## config.mk

```make
export PLATFORM = sky130hd
export DESIGN_NAME = en_strobe_gen
export DESIGN_NICKNAME = d
export VERILOG_FILES = /design/src/rtl/en_strobe_gen_pkg.sv /design/src/rtl/en_strobe_gen_period_down_cnt.sv /design/src/rtl/en_strobe_gen.sv
export SDC_FILE = /design/constraint.sdc
export NUM_CORES = 1
export LEC_CHECK = 0
export CAP_MARGIN = 20
export CORE_UTILIZATION = 53
export CTS_CLUSTER_DIAMETER = 40
export CTS_CLUSTER_SIZE = 8
export DETAILED_ROUTE_END_ITERATION = 8
export PLACE_DENSITY = 0.79
export SLEW_MARGIN = 10
export SYNTH_ARGS = -nofsm -noshare
export SYNTH_HDL_FRONTEND = slang
export SYNTH_SLANG_ARGS = --single-unit
```

## constraint.sdc

```tcl
create_clock -name clk -period 1.95 [get_ports clk]
set_input_delay 0.2925 -clock clk [delete_from_list [all_inputs] [get_ports clk]]
set_output_delay 0.2925 -clock clk [all_outputs]
set_load 0.03 [all_outputs]
```

## src/rtl/en_strobe_gen_pkg.sv

```systemverilog
// Shared types and default widths for the en strobe generator.
package en_strobe_pkg;

    localparam int unsigned CNT_W_DEF   = 8;
    localparam int unsigned BURST_W_DEF = 8;

    typedef enum logic {
        IDLE = 1'b0,
        RUN  = 1'b1
    } state_t;

endpackage

```

## src/rtl/en_strobe_gen_period_down_cnt.sv

```systemverilog
// Loadable down-counter that sets the spacing between en strobes.
module period_down_cnt #(
    parameter int unsigned CNT_W = 8
) (
    input  logic             clk,
    input  logic             rst,
    input  logic             load,
    input  logic [CNT_W-1:0] load_val,
    input  logic             dec,
    output logic [CNT_W-1:0] count,
    output logic             zero
);

    always_ff @(posedge clk) begin
        if (rst)
            count <= '0;
        else if (load)
            count <= load_val;
        else if (dec)
            count <= count - CNT_W'(1);
    end

    assign zero = (count == '0);

endmodule

```

## src/rtl/en_strobe_gen.sv

```systemverilog
// Periodic single-cycle en strobe generator with continuous or burst operation.
// Optional build macro: EN_STROBE_GEN_AUTORELOAD_EN (burst restarts instead of ending).
module en_strobe_gen
    import en_strobe_pkg::*;
#(
    parameter int unsigned CNT_W   = CNT_W_DEF,
    parameter int unsigned BURST_W = BURST_W_DEF
) (
    input  logic               clk,
    input  logic               rst,
    input  logic               start,
    input  logic               stop,
    input  logic [CNT_W-1:0]   div,
    input  logic [BURST_W-1:0] burst_len,
    output logic               en,
    output logic               busy,
    output logic               done,
    output logic [BURST_W-1:0] pulse_cnt
);

    state_t             state, state_nxt;
    logic [CNT_W-1:0]   div_q;
    logic [BURST_W-1:0] burst_q;
    logic [CNT_W-1:0]   div_eff;
    logic [CNT_W-1:0]   cnt_load_val;
    logic               cnt_load, cnt_dec, cnt_zero;
    logic [CNT_W-1:0]   cnt_count;
    logic               latch_cfg, pc_clr, pc_inc, done_nxt, burst_last;

    assign div_eff = (div == '0) ? CNT_W'(1) : div;

    period_down_cnt #(.CNT_W(CNT_W)) u_period (
        .clk      (clk),
        .rst      (rst),
        .load     (cnt_load),
        .load_val (cnt_load_val),
        .dec      (cnt_dec),
        .count    (cnt_count),
        .zero     (cnt_zero)
    );

    // Outputs are decoded from registered state only, never from inputs.
    assign en   = (state == RUN) && cnt_zero;
    assign busy = (state == RUN);

    assign burst_last = en && (burst_q != '0) && ((pulse_cnt + BURST_W'(1)) == burst_q);

    always_comb begin
        state_nxt    = state;
        cnt_load     = 1'b0;
        cnt_load_val = div_q - CNT_W'(1);
        cnt_dec      = 1'b0;
        latch_cfg    = 1'b0;
        pc_clr       = 1'b0;
        pc_inc       = 1'b0;
        done_nxt     = 1'b0;
        case (state)
            IDLE: begin
                if (start && !stop) begin
                    state_nxt    = RUN;
                    latch_cfg    = 1'b1;
                    cnt_load     = 1'b1;
                    cnt_load_val = div_eff - CNT_W'(1);
                    pc_clr       = 1'b1;
                end
            end
            RUN: begin
                pc_inc = en;
                if (en)
                    cnt_load = 1'b1;
                else
                    cnt_dec = 1'b1;
                // Stop beats completion: the last pulse still counts but no done.
                if (stop) begin
                    state_nxt = IDLE;
                end else if (burst_last) begin
                    done_nxt = 1'b1;
`ifdef EN_STROBE_GEN_AUTORELOAD_EN
                    pc_clr = 1'b1;
`else
                    state_nxt = IDLE;
`endif
                end
            end
            default: state_nxt = IDLE;
        endcase
    end

    always_ff @(posedge clk) begin
        if (rst) begin
            state     <= IDLE;
            div_q     <= '0;
            burst_q   <= '0;
            pulse_cnt <= '0;
            done      <= 1'b0;
        end else begin
            state <= state_nxt;
            done  <= done_nxt;
            if (latch_cfg) begin
                div_q   <= div_eff;
                burst_q <= burst_len;
            end
            if (pc_clr)
                pulse_cnt <= '0;
            else if (pc_inc)
                pulse_cnt <= pulse_cnt + BURST_W'(1);
        end
    end

endmodule

```

# --- Word level (Yosys, flattened, before mapping) ---
# Cells that the tools add are included.
word_totals:
  out_inout_bits: 11
  reg_bits: 34
  inputBits: 20
  elab_cells: 39
op_classes:
  n_bitwise: 1
  eq_ne: 1
  n_addsub: 4
  n_reduce_logical: 11
  mux: 16
op_table:
  columns: ["cell", "count"]
  rows:
  - ["two-way mux 8 bit", 5]
  - ["subtractor 8 x 1 -> 8 bit (second input constant)", 3]
  - ["zero test 8 bit", 2]
  - ["two-way mux 1 bit", 9]
  - ["adder 8 x 1 -> 8 bit (second input constant)", 1]
  - ["== test 8 bit", 1]
  - ["nonzero test 8 bit", 1]
  - ["logical AND 1 bit", 4]
  - ["one-hot mux 1 bit (2 select lines)", 2]
  - ["OR reduction 3 bit", 1]
  - ["nonzero test 2 bit", 1]
  - ["OR reduction 2 bit", 1]
  - ["zero test 1 bit", 1]
  - ["NOT 1 bit", 1]

# --- Logic depth before layout (Yosys ltp) ---
# Gate-level depths: netlist (run 1).
depth:
  ltp_word: 7
  depth_mapped: 9
  ltp_nobuf: 8

# --- Cells and area by module ---
# A second synthesis (run 1) with hierarchy kept.
hier_totals:
  hier_cells: 251
  area_unflattened_um2: 1975.6
modules_own_cells:
  columns: ["mod", "seq_area_each_um2", "instances", "area_per_inst_um2", "cells_per_inst"]
  rows:
  - ["en_strobe_gen", 520.5, 1, 1502.7, 195]
  - ["period_down_cnt", 160.2, 1, 473.0, 56]

# --- Least setup slack after synthesis (run 1) ---
# Ideal clock, no wire load.
synth_timing:
  path_type: "register -> register"
  startpoint: "register pulse_cnt[1]"
  endpoint: "register state, in the netlist busy"
  synth_period_minus_slack_ns: 1.953
  path_stages_with_launch: 7
  arrival_time_ns: 1.895
  setup_time_ns: 0.059
  path_buffers: 0
  path_slack_ns: -0.003
  required_time_ns: 1.891
  path_cell_list: "dfxtp_1 > ha_1 > and4_1 > a21oi_1 > or3_1 > a31oi_1 > o31a_1"
synth_via:
  elab_chain_cells: 6
synth_rtl:
  columns: ["item", "line", "source"]
  rows:
  - ["start, declared", "en_strobe_gen.sv:18", "output logic [BURST_W-1:0] pulse_cnt"]
  - ["start signal, assigned", "en_strobe_gen.sv:106", "pulse_cnt <= pulse_cnt + BURST_W'(1);"]
  - ["adder 8 x 1 -> 8 bit", "en_strobe_gen.sv:46", "assign burst_last = en && (burst_q != '0) && ((pulse_cnt + BURST_W'(1)) == burst_q);"]
  - ["== test 8 bit", "en_strobe_gen.sv:46", null]
  - ["logical AND 1 bit", "en_strobe_gen.sv:46", null]
  - ["two-way mux 1 bit", "en_strobe_gen.sv:76", "end else if (burst_last) begin"]
  - ["two-way mux 1 bit", "en_strobe_gen.sv:74", "if (stop) begin"]
  - ["one-hot mux 1 bit (2 select lines)", "en_strobe_gen.sv:57", "case (state)"]
  - ["end signal, assigned", "en_strobe_gen.sv:97", "state <= state_nxt;"]
  - ["end, declared", "en_strobe_gen.sv:21", "state_t state, state_nxt;"]
# Every way passes these cells.
# A chain may end at the register's enable or synchronous reset.

# --- Worst setup path after layout (run 1) ---
# Same ends and word-level chain as after synthesis.

==> results.toml, run 1 <==
[route]
route.detailed.vias_per_inst = 5.73
drt_first_iter_violations = 149
first_pass_iters = 4
final_antenna_net_count = 0
post-route-drc-count = 0
vias = 2080
postRouteWirelength_um = 5390
wire_per_inst_um = 14.8

[yosys]
synth_largest_area_cell = "sky130_fd_sc_hd__dfxtp_1"
synth_area_leaders = "sky130_fd_sc_hd__dfxtp_1 34%, sky130_fd_sc_hd__nand2_1 8.3%, sky130_fd_sc_hd__a21oi_1 6.8%"
syn_nets = 285
synth_top_area_share_pct = 34.1
synth.avg_cell_area_um2 = 7.64
ys_types = 45
yosysWarningCount = 0
postSynthCellCount = 261
synth.cell_area_um2 = 1990
register_area_share_after_synthesis_pct = 34.1
postSynthRegisterBits = 34

[worst_setup_path]
critPathLaunchType = "flip-flop"
critPathArrivalTime_ns = 2.14
critPathMaxFanout = 7
critical_path.cell_chain = "ha_2 -> and4_1 -> a21oi_1 -> or3_1 -> a31oi_2 -> o31a_1"
critical-path-max-stage-delay_ns = 0.40
setup.worst_path.end_class = "flip-flop"
critPathKind = "reg2reg"
critical-path-slowest-cell = "sky130_fd_sc_hd__dfxtp_2"
cp_data_required_time_ns = 2.19

[sta]
timing.final.crit_share_pct = 97.1
setup-violations-final = 0
fin_crit_ns = 1.89
setup_ws_ns = 0.0560
timing_hold_violations_final = 0
max_freq_ghz = 0.528
slew_violations = 0
finalClockSkew_ns = 0.00550
slew_headroom_pct = 65.8
timing_worst_slew_pin_value_ns = 0.512

[final_layout]
finish.net_count = 340
area.growth.synth_to_final_pct = 36.1
layout.filler_cells = 260
share_of_final_layout_standard_cells_stronger_than_drive_strength_1_pct = 19.2
n_antenna_cell = 0
mostFrequentLayoutCells = "44 x sky130_fd_sc_hd__nand2_1, 31 x sky130_fd_sc_hd__dfxtp_1, 31 x sky130_fd_sc_hd__buf_4"
footprint_of_the_multi_input_gates_um2 = 1260
leading_cell_type_in_the_layout_fill_and_taps_excluded = "sky130_fd_sc_hd__nand2_1"
register_area_um2 = 684
post-route-cell-area_um2 = 2710

[grt]
grt_pass1_wl_um = 8800
grt_max_degree = 27
grt_use_met2_pct = 43.9
global_route.usage.met3_pct = 6.70
first_global_vias = 1899
top_usage_layer = "met2"
grt_antenna_before_repair = 0
grtUsageMet1_pct = 37.7
gr-usage-all-layers_pct = 28.2
globalRouteOverflowTotal = 0

[floorplan]
core_um2 = 3470
die_y_extent_um = 63.3
floorplan.initialDensity_pct = 57.5
io_pins = 31
die_w_um = 63.3
floorplan.rows = 21
dieArea_um2 = 4010

[placed_design]
place.gp.congestion = 0.918
post_dp_cell_area_um2 = 2480
dp_hpwl_um = 3660
placement.io_buffers = 30
pre_cts_ws_ns = -0.0620

[clock_tree]
clock-root-buffer = "sky130_fd_sc_hd__clkbuf_8"
clock_latency_ns = 0.30
path_clk_slew_ns = 0.07
number_of_clock_buffers_inserted_by_tritoncts = 5
clock_sinks = 34
h-tree-depth = 2
cts_max_path_buffers = 2
cts_tree = "done"

[pwr]
total_power_divided_by_cell_area_nw_per_um2 = 667
clock_network_fraction_of_design_power_pct = 35.6
worst_ir_drop_vdd_uv = 526
power_switching_share_pct = 27.7
net-switching-power_mw = 0.501
leakage_nw = 1.01
share_seq_of_total_power_pct = 42.1
cell_internal_pwr_mw = 1.31
comb_power_share_pct = 22.3

[worst_hold_path]
hold_class = "reg2reg"

[flow_run]
timing.max_cap.violations = 0

[status]
run_status = "completed"
==> worst paths after layout <==
path	from	end	slack [ns]	depth (start not counted)
worst max-delay path	pulse_cnt[1]	busy	0.06	6
worst min-delay path	burst_q[1]	burst_q[1]	0.49	2
worst max register to register	pulse_cnt[1]	busy	0.06	6
worst min register to register	burst_q[1]	burst_q[1]	0.49	2
==> registers in the layout (all words and copies together) (netlist names) <==
signal and cells:
div_q 8, pulse_cnt 8, u_period.count 8, busy 1, burst_q 8, done 1
==> power groups by stage <==
stage	registers (mW)	clock network (mW)	logic (mW)
after global placement	0.776	0	0.355
after CTS	0.761	0.656	0.371
after floorplan	0.774	0	0.219
final	0.762	0.644	0.404
after detailed placement	0.777	0	0.360
after global routing	0.766	0.685	0.445
==> timing repair <==
item / 4_1_cts / 5_1_grt
buffers inserted: 2 / 5
pin swaps: 0 / 4
hold buffers: 0 / 0
gates resized for setup: 4 / 15
endpoints found under the hold margin: 0 / 0
setup endpoints to repair: 1 / 7
==> cell type report <==
class / count / area share [%]
clock buffer: 5 / 2.54
clock inverter: 3 / 1.48
inverter: 8 / 1.57
multi-input combinational: 204 / 46.4
sequential: 34 / 25.2
tap: 46 / 2.12
timing repair buffer: 63 / 20.7
==> synthesized netlist by cell type <==
library cell	number
sky130_fd_sc_hd__or4_4	1
sky130_fd_sc_hd__dfxtp_1	34
sky130_fd_sc_hd__a311oi_1	2
sky130_fd_sc_hd__ha_1	4
sky130_fd_sc_hd__inv_1	7
sky130_fd_sc_hd__a21boi_0	1
sky130_fd_sc_hd__o31ai_1	2
sky130_fd_sc_hd__or2_2	1
sky130_fd_sc_hd__a21o_1	1
sky130_fd_sc_hd__a211oi_2	1
sky130_fd_sc_hd__nor3b_1	4
sky130_fd_sc_hd__buf_4	2
sky130_fd_sc_hd__a21oi_1	27
sky130_fd_sc_hd__nor4_2	1
sky130_fd_sc_hd__xor2_1	11
sky130_fd_sc_hd__and2_1	1
sky130_fd_sc_hd__o21ai_0	4
sky130_fd_sc_hd__or3b_4	1
sky130_fd_sc_hd__or3_1	5
sky130_fd_sc_hd__and4_1	2
sky130_fd_sc_hd__xnor2_1	12
sky130_fd_sc_hd__nand2b_1	4
sky130_fd_sc_hd__o211ai_1	3
sky130_fd_sc_hd__nand4_1	3
sky130_fd_sc_hd__nand4b_1	1
sky130_fd_sc_hd__or4_1	1
sky130_fd_sc_hd__nor3_1	6
sky130_fd_sc_hd__a31oi_1	9
sky130_fd_sc_hd__nand3b_1	2
sky130_fd_sc_hd__a221oi_1	1
sky130_fd_sc_hd__nand2_1	44
sky130_fd_sc_hd__o21ai_1	1
sky130_fd_sc_hd__inv_2	1
sky130_fd_sc_hd__nor2_1	21
sky130_fd_sc_hd__mux2_1	1
sky130_fd_sc_hd__buf_2	4
sky130_fd_sc_hd__nor2b_1	4
sky130_fd_sc_hd__a211oi_1	4
sky130_fd_sc_hd__o22a_1	1
sky130_fd_sc_hd__o22ai_1	1
sky130_fd_sc_hd__nand3_1	8
sky130_fd_sc_hd__o31a_1	1
sky130_fd_sc_hd__nand4bb_1	1
sky130_fd_sc_hd__clkbuf_1	9
sky130_fd_sc_hd__nor4_1	6
==> routing by layer <==
layer / up-vias / wire [µm]
li1: 1033 / -
met1: 958 / 2410
met2: 77 / 2440
met3: 12 / 421
met4: 0 / 120
met5: - / 0
==> cell families after synthesis <==
group	Yosys count	synth area share [%]
fa+ha+maj	4	2.51
simple gates	117	29.6
buf+inv	23	4.96
flops	34	34.1
mux	1	0.565
xor+xnor	23	10.1
compound gates	59	18.1
==> metrics by stage <==
step	std cells	hold slack, ns	utilization, %	power (mW)	setup TNS [ns]
after floorplan	261	0.428	-	0.994	0
final	363	0.492	78.2	1.81	0
after detailed placement	348	0.486	71.5	1.14	-0.0885
after global routing	363	0.509	78.2	1.90	-0.0280
after CTS	358	0.496	75.5	1.79	0
after global placement	348	0.479	71.5	1.13	0
==> worst max-delay path, delay by kind of cell, from the launching register on <==
| kind | cells | cell delay, ns |
|---|---|---|
| simple gates | 2 | 0.67 |
| compound gates | 3 | 0.52 |
| flops | 1 | 0.40 |
| fa+ha+maj | 1 | 0.25 |
No activity file was read; power rests on OpenSTA's default activity.
==> run 2, diff against run 1 <==
--- a/config.mk
+++ b/config.mk
@@ -5,6 +5,7 @@
 export SDC_FILE = /design/constraint.sdc
 export NUM_CORES = 1
 export LEC_CHECK = 0
+export ABC_CLOCK_PERIOD_IN_PS = 1950
 export CAP_MARGIN = 20
 export CORE_UTILIZATION = 53
 export CTS_CLUSTER_DIAMETER = 40
==> results of run 2 <==
Same layout as run 1: the final DEF is identical, and so are final timing and power.
==> run 3, diff against run 2 <==
--- a/config.mk
+++ b/config.mk
@@ -6,7 +6,7 @@
 export NUM_CORES = 1
 export LEC_CHECK = 0
 export ABC_CLOCK_PERIOD_IN_PS = 1950
-export CAP_MARGIN = 20
+export CAP_MARGIN = 10
 export CORE_UTILIZATION = 53
 export CTS_CLUSTER_DIAMETER = 40
 export CTS_CLUSTER_SIZE = 8
==> results of run 3 <==
Same layout as run 1: the final DEF is identical, and so are final timing and power.
